==> config.mk <==
export PLATFORM = sky130hd
export DESIGN_NAME = cache_refill_ctrl
export DESIGN_NICKNAME = d
export VERILOG_FILES = /design/src/rtl/cache_refill_ctrl.sv
export SDC_FILE = /design/constraint.sdc
export NUM_CORES = 1
export LEC_CHECK = 0
export BUFFER_PORTS_ARGS = -buffer_cell sky130_fd_sc_hd__buf_2
export CORE_AREA = 2 2 187 189
export DETAILED_ROUTE_END_ITERATION = 10
export DIE_AREA = 0 0 189 191
export GPL_TIMING_DRIVEN = 0
export PLACE_DENSITY = 0.68
export SYNTH_ARGS = -nofsm -noshare
export SYNTH_HDL_FRONTEND = slang
export SYNTH_SLANG_ARGS = --single-unit
export TNS_END_PERCENT = 50
==> constraint.sdc <==
create_clock -name clk -period 4.14 [get_ports clk]
set_clock_uncertainty 0.2 [all_clocks]
set_input_delay 0.828 -clock clk [delete_from_list [all_inputs] [get_ports clk]]
set_output_delay 0.828 -clock clk [all_outputs]
set_load 0.01 [all_outputs]
==> src/rtl/cache_refill_ctrl.sv <==
`default_nettype none
// ============================================================================
// Module   : cache_refill_ctrl
// Purpose  : Lookup/refill/write-through sequencer for a 16-set, 4-word-line
//            direct-mapped data cache sitting between CPU, arrays and RAM.
// Revision : 1.0
// ============================================================================
module cache_refill_ctrl #(
    parameter int ADDRESS_WIDTH = 16,
    parameter int DATA_WIDTH    = 32,
    parameter int TAG_WIDTH     = 8,
    parameter int INDEX_WIDTH   = 4,
    parameter int LINE_WIDTH    = 137,
    parameter int COUNT_WIDTH   = 16
) (
    input  logic                     clk,
    input  logic                     rst,
    input  logic                     cpu_req,
    input  logic                     cpu_we,
    input  logic [ADDRESS_WIDTH-1:0] cpu_addr,
    input  logic [DATA_WIDTH-1:0]    cpu_wdata,
    input  logic [1:0]               cpu_dtype,
    output logic [DATA_WIDTH-1:0]    cpu_rdata,
    output logic                     cpu_ready,
    output logic [INDEX_WIDTH-1:0]   cache_index,
    input  logic [LINE_WIDTH-1:0]    cache_rline,
    output logic                     cache_we,
    output logic [LINE_WIDTH-1:0]    cache_wline,
    output logic                     mem_req,
    output logic                     mem_we,
    output logic [ADDRESS_WIDTH-1:0] mem_addr,
    output logic [DATA_WIDTH-1:0]    mem_wdata,
    output logic [1:0]               mem_dtype,
    input  logic                     mem_ack,
    input  logic [DATA_WIDTH-1:0]    mem_rdata,
    output logic [COUNT_WIDTH-1:0]   hit_count,
    output logic [COUNT_WIDTH-1:0]   miss_count
);

    localparam int       c_VALID_BIT = LINE_WIDTH - 1;
    localparam int       c_TAG_LSB   = 4 * DATA_WIDTH;
    localparam int       c_IDX_LSB   = 4;
    localparam logic [1:0] c_DT_WORD = 2'b00;

    typedef enum logic [2:0] {
        ST_IDLE    = 3'd0,
        ST_FILL    = 3'd1,
        ST_LINE_WR = 3'd2,
        ST_WRITE   = 3'd3,
        ST_DONE    = 3'd4
    } state_t;

    state_t                          state_q;
    logic [1:0]                      beat_q;
    logic [3:0][DATA_WIDTH-1:0]      buf_q;
    logic [ADDRESS_WIDTH-1:0]        addr_q;
    logic [DATA_WIDTH-1:0]           wdata_q;
    logic [1:0]                      dtype_q;
    logic                            we_q;
    logic                            hit_q;
    logic [COUNT_WIDTH-1:0]          hit_cnt_q;
    logic [COUNT_WIDTH-1:0]          miss_cnt_q;

    logic [3:0][DATA_WIDTH-1:0]      w_rwords;
    logic [3:0][DATA_WIDTH-1:0]      w_mod_words;
    logic [TAG_WIDTH-1:0]            w_rd_tag;
    logic [TAG_WIDTH-1:0]            w_cpu_tag;
    logic                            w_hit;
    logic                            w_load_hit;
    logic                            w_unused;

    assign w_rwords   = cache_rline[4*DATA_WIDTH-1:0];
    assign w_rd_tag   = cache_rline[c_TAG_LSB +: TAG_WIDTH];
    assign w_cpu_tag  = cpu_addr[ADDRESS_WIDTH-1 -: TAG_WIDTH];
    assign w_hit      = cache_rline[c_VALID_BIT] && (w_rd_tag == w_cpu_tag);
    assign w_load_hit = (state_q == ST_IDLE) && cpu_req && !cpu_we && w_hit;
    assign w_unused   = &{1'b0, addr_q[1:0]};

    assign hit_count  = hit_cnt_q;
    assign miss_count = miss_cnt_q;

    always_comb begin
        w_mod_words              = w_rwords;
        w_mod_words[addr_q[3:2]] = wdata_q;
    end

    // Outputs are forced quiet while reset is held so an in-flight
    // operation can neither write the arrays nor complete.
    always_comb begin
        cpu_ready   = 1'b0;
        cpu_rdata   = '0;
        cache_index = addr_q[c_IDX_LSB +: INDEX_WIDTH];
        cache_we    = 1'b0;
        cache_wline = '0;
        mem_req     = 1'b0;
        mem_we      = 1'b0;
        mem_addr    = '0;
        mem_wdata   = '0;
        mem_dtype   = 2'b00;
        if (state_q == ST_IDLE) begin
            cache_index = cpu_addr[c_IDX_LSB +: INDEX_WIDTH];
        end
        if (!rst) begin
            case (state_q)
                ST_IDLE: begin
                    if (w_load_hit) begin
                        cpu_ready = 1'b1;
                        cpu_rdata = w_rwords[cpu_addr[3:2]];
                    end
                end
                ST_FILL: begin
                    mem_req  = 1'b1;
                    mem_addr = {addr_q[ADDRESS_WIDTH-1:4], beat_q, 2'b00};
                end
                ST_LINE_WR: begin
                    cache_we    = 1'b1;
                    cache_wline = {1'b1, addr_q[ADDRESS_WIDTH-1 -: TAG_WIDTH], buf_q};
                end
                ST_WRITE: begin
                    mem_req   = 1'b1;
                    mem_we    = 1'b1;
                    mem_addr  = {addr_q[ADDRESS_WIDTH-1:2], 2'b00};
                    mem_wdata = wdata_q;
                    mem_dtype = dtype_q;
                    if (mem_ack && hit_q) begin
                        cache_we = 1'b1;
                        if (dtype_q == c_DT_WORD) begin
                            cache_wline = {cache_rline[LINE_WIDTH-1:c_TAG_LSB], w_mod_words};
                        end else begin
                            // Partial stores drop the line rather than merge lanes.
                            cache_wline              = cache_rline;
                            cache_wline[c_VALID_BIT] = 1'b0;
                        end
                    end
                end
                ST_DONE: begin
                    cpu_ready = 1'b1;
                    if (!we_q) begin
                        cpu_rdata = buf_q[addr_q[3:2]];
                    end
                end
                default: begin
                    cpu_ready = 1'b0;
                end
            endcase
        end
    end

    always_ff @(posedge clk) begin
        if (rst) begin
            state_q    <= ST_IDLE;
            beat_q     <= 2'd0;
            buf_q      <= '0;
            addr_q     <= '0;
            wdata_q    <= '0;
            dtype_q    <= 2'b00;
            we_q       <= 1'b0;
            hit_q      <= 1'b0;
            hit_cnt_q  <= '0;
            miss_cnt_q <= '0;
        end else begin
            case (state_q)
                ST_IDLE: begin
                    if (cpu_req) begin
                        if (cpu_we) begin
                            addr_q  <= cpu_addr;
                            wdata_q <= cpu_wdata;
                            dtype_q <= cpu_dtype;
                            we_q    <= 1'b1;
                            hit_q   <= w_hit;
                            state_q <= ST_WRITE;
                        end else if (w_hit) begin
                            if (hit_cnt_q != '1) begin
                                hit_cnt_q <= hit_cnt_q + COUNT_WIDTH'(1);
                            end
                        end else begin
                            addr_q  <= cpu_addr;
                            we_q    <= 1'b0;
                            beat_q  <= 2'd0;
                            state_q <= ST_FILL;
                            if (miss_cnt_q != '1) begin
                                miss_cnt_q <= miss_cnt_q + COUNT_WIDTH'(1);
                            end
                        end
                    end
                end
                ST_FILL: begin
                    if (mem_ack) begin
                        buf_q[beat_q] <= mem_rdata;
                        if (beat_q == 2'd3) begin
                            state_q <= ST_LINE_WR;
                        end else begin
                            beat_q <= beat_q + 2'd1;
                        end
                    end
                end
                ST_LINE_WR: begin
                    state_q <= ST_DONE;
                end
                ST_WRITE: begin
                    if (mem_ack) begin
                        state_q <= ST_DONE;
                    end
                end
                ST_DONE: begin
                    state_q <= ST_IDLE;
                end
                default: begin
                    state_q <= ST_IDLE;
                end
            endcase
        end
    end

endmodule
`default_nettype wire

==> flow_summary.ini <==
[status]
outcome = complete, no violations

[floorplanning]
die_area_mm2 = 0.03610
die_y_um = 191
die_x_um = 189
rows = 68
initial_utilization_pct = 41.19
pin_count = 483
core_mm2 = 0.03412

[synthesis]
yosys.area_share.xor_xnor_pct = 0.4986
synthTopCellsByArea = dfxtp_1 (31%), nand2_1 (11%), mux4_2 (10%), a21oi_1 (9.0%), mux2_2 (8.7%)
synth_top_family_by_area = simple AND/OR/NAND/NOR gates
syn-cell-area_mm2 = 0.01405
synth_compound_area_share_pct = 17.60
synth_cell_type_count = 47
synth-simple-area-share_pct = 25.33
yosys_warnings = 0
avgSynthCellArea_um2 = 7.781
ys_seq_area_share_pct = 30.63
ys_ff_latch = 215
muxShareOfSynthArea_pct = 20.28
synthAdderAreaFrac_pct = 0.5342
synth.top_cell.area_share_pct = 30.63
yosysTopAreaCell = dfxtp_1
synth_cells = 1806

[placement]
portBuffers = 475
place_ws_ps = -35.05
dp_hpwl_um = 51490
placedCellCount = 2738
gp_congestion = 0.9296

[run]
drv_cap = 0

[clock_tree]
path_clk_slew_ps = 60
cts-root-buf = clkbuf_16
holdBufCountCts = 0
clockBufferDepth = 3
cts_max_level = 1
cts_setup_buffers = 0
cts_tree = built
insertion_delay_ps = 540
cts_sinks = 215
cts_made_buffers = 26

[critical_path]
path_cells = clkbuf_2 > nand3b_1 > buf_1 > mux2_2 > a22oi_1 > nor2_1 > buf_2
crit_arrival_ps = 3110
critPathMaxFanout = 10
cpMaxStageDelayCell = buf_1
start_kind = flip-flop
path_class = flip-flop to primary output
r2r_cells = 6
cp-end-kind = primary output
critPathRequiredTime_ps = 3110
worst_path_largest_cell_delay_ps = 710

[global_route]
antenna_found_initial = 12
grt_max_degree = 13
grt_usage_pct = 36.91
overflow = 0
grt_pass1_vias = 16170
grt_pass1_wl_um = 99620

[sta]
slew_violations = 0
grt_setup_unrepaired = yes
period_needed_ps = 4137
fin_crit_sh_pct = 99.93
fmax_ghz = 0.2417
fin_ws_ps = 2.701
max_slew_margin_pct = 33.01
hold_viol = 0
setup_violations = 0
worst_pin_slew_ps = 1005

[drt]
drc = 0
wl_per_cell_um = 25.19
drt-total-wl_um = 70280
via_per_inst = 6.002
drt_iter0_markers = 1747
dr_total_vias = 16750
drt_first_pass_iters = 7
ant_nets = 0

[cells_and_area]
syn_to_final_growth_pct = 28.03
fin_cells = 2790
layout-drive-gt1-share_pct = 33.22
fin_nets = 2541

[worst_hold_path]
min_path_cells = 2
worstHoldPathType = flip-flop to flip-flop

[power]
p_leak_nw = 7.233
p_per_area_mw_per_mm2 = 325.7
vdd_ir_drop_max_uv = 313.7
-- state kept, by name (all words and copies together) (netlist names) --
name,cells
state_q,3
addr_q,14
hit_count,16
beat_q,2
we_q,1
hit_q,1
buf_q,128
dtype_q,2
miss_count,16
wdata_q,32
-- metal layers --
| layer | vias to the layer above | track usage [%] | part of all wire (%) |
|---|---|---|---|
| li1 | 7411 | - | - |
| met1 | 7913 | 45.22 | 38 |
| met2 | 1178 | 60.65 | 46 |
| met3 | 233 | 8.629 | 11 |
| met4 | 10 | 18.81 | 4.9 |
| met5 | - | 0 | 0.091 |
-- where the power goes --
| part | internal [mW] | switching [mW] | total, mW |
|---|---|---|---|
| Combinational | 0.442 | 0.861 | 1.30 |
| Clock | 1.41 | 0.934 | 2.35 |
| Sequential | 2.13 | 0.0771 | 2.21 |
-- final timing paths --
check,from,endpoint,slack (ps)
max,addr_q[3]$_SDFFE_PP0P_,cache_wline[90],3
min,buf_q[89]$_SDFFE_PP0P_,buf_q[89]$_SDFFE_PP0P_,270
max reg2reg,state_q[0]$_SDFFE_PP0P_,wdata_q[18]$_SDFFE_PP0P_,1490
min reg2reg,buf_q[89]$_SDFFE_PP0P_,buf_q[89]$_SDFFE_PP0P_,270
-- final cells by class --
| cell class | count | area [µm²] |
|---|---|---|
| multi-input combinational | 1414 | 9065 |
| inverter | 4 | 15.01 |
| antenna | 8 | 20.02 |
| buffer | 174 | 770.7 |
| fill | 3441 | 16130 |
| timing repair buffer | 476 | 2389 |
| clock inverter | 5 | 77.57 |
| tap | 455 | 569.3 |
| sequential | 215 | 4304 |
| clock buffer | 39 | 780.7 |
-- kinds of logic after synthesis --
kind of cell | after synthesis
simple gates | 792
compound gates | 415
flops | 215
mux | 191
buf+inv | 178
xor+xnor | 8
fa+ha+maj | 6
other cells | 1
-- cells in the mapped netlist, drive strengths merged --
cell type / n
a21boi: 1
xnor2: 3
nand2: 404
o41ai: 1
and2: 25
dfxtp: 215
a21oi: 252
xor2: 5
buf: 45
mux2: 110
nor3b: 4
inv: 4
o21ba: 2
nor3: 6
and4: 9
or3b: 1
nor4: 3
nor2: 193
or4: 17
a41oi: 1
nand4: 19
o31ai: 12
nand2b: 30
conb: 1
ha: 6
clkbuf: 129
nand3b: 4
o21ai: 9
or3: 7
nor4bb: 1
and3b: 1
mux2i: 17
nor2b: 14
nor4b: 2
o21a: 1
mux4: 64
nand3: 11
a22oi: 136
and3: 41
-- timing repair --
action                                  in CTS  in global routing
endpoints found under the setup margin     118                 91
gates resized for setup                     22                 63
hold endpoints to repair                     0                  0
-- placed cells by master, fill, tap and decap left out, types with 3 or more instances in the layout --
| cell | n |
|---|---|
| buf_2 | 505 |
| nand2_1 | 403 |
| a21oi_1 | 252 |
| dfxtp_1 | 215 |
| nor2_1 | 192 |
| a22oi_1 | 136 |
| mux2_2 | 109 |
| clkbuf_1 | 103 |
| mux4_2 | 64 |
| and3_1 | 41 |
| clkbuf_2 | 34 |
| nand2b_1 | 30 |
| clkbuf_16 | 27 |
| and2_1 | 23 |
| or4_1 | 17 |
| mux2i_1 | 17 |
| nand4_1 | 17 |
| nor2b_1 | 14 |
| o31ai_1 | 12 |
| nand3_1 | 11 |
| and4_1 | 9 |
| o21ai_0 | 9 |
| diode_2 | 8 |
| or3_1 | 7 |
| ha_1 | 6 |
| clkbuf_8 | 6 |
| nor3_1 | 5 |
| xor2_1 | 5 |
| buf_4 | 5 |
| buf_1 | 4 |
| inv_1 | 4 |
| nand3b_1 | 4 |
| xnor2_1 | 3 |
| clkbuf_4 | 3 |
| nor3b_1 | 3 |
-- critical path: cells and delay by family, from the launching register on --
family,cells,cell delay [ps]
compound gates,1,280
buf+inv,3,1130
simple gates,2,420
flops,1,330
mux,1,410
-- stage by stage --
stage	setup TNS [ps]	util, %	instance area, µm²	total power, mW	hold WS (ps)
2_1_floorplan	0	-	14060	2.926	245.1
3_3_place_gp	-15890	49.84	17000	3.472	257.8
3_5_place_dp	-42.18	49.88	17020	3.494	263.4
4_1_cts	-9.566	52.55	17930	5.814	271.6
5_1_grt	-328.2	52.72	17990	5.996	285.0
6_report	0	52.73	17990	5.859	273.0
Power figures use the tool's default switching activity.
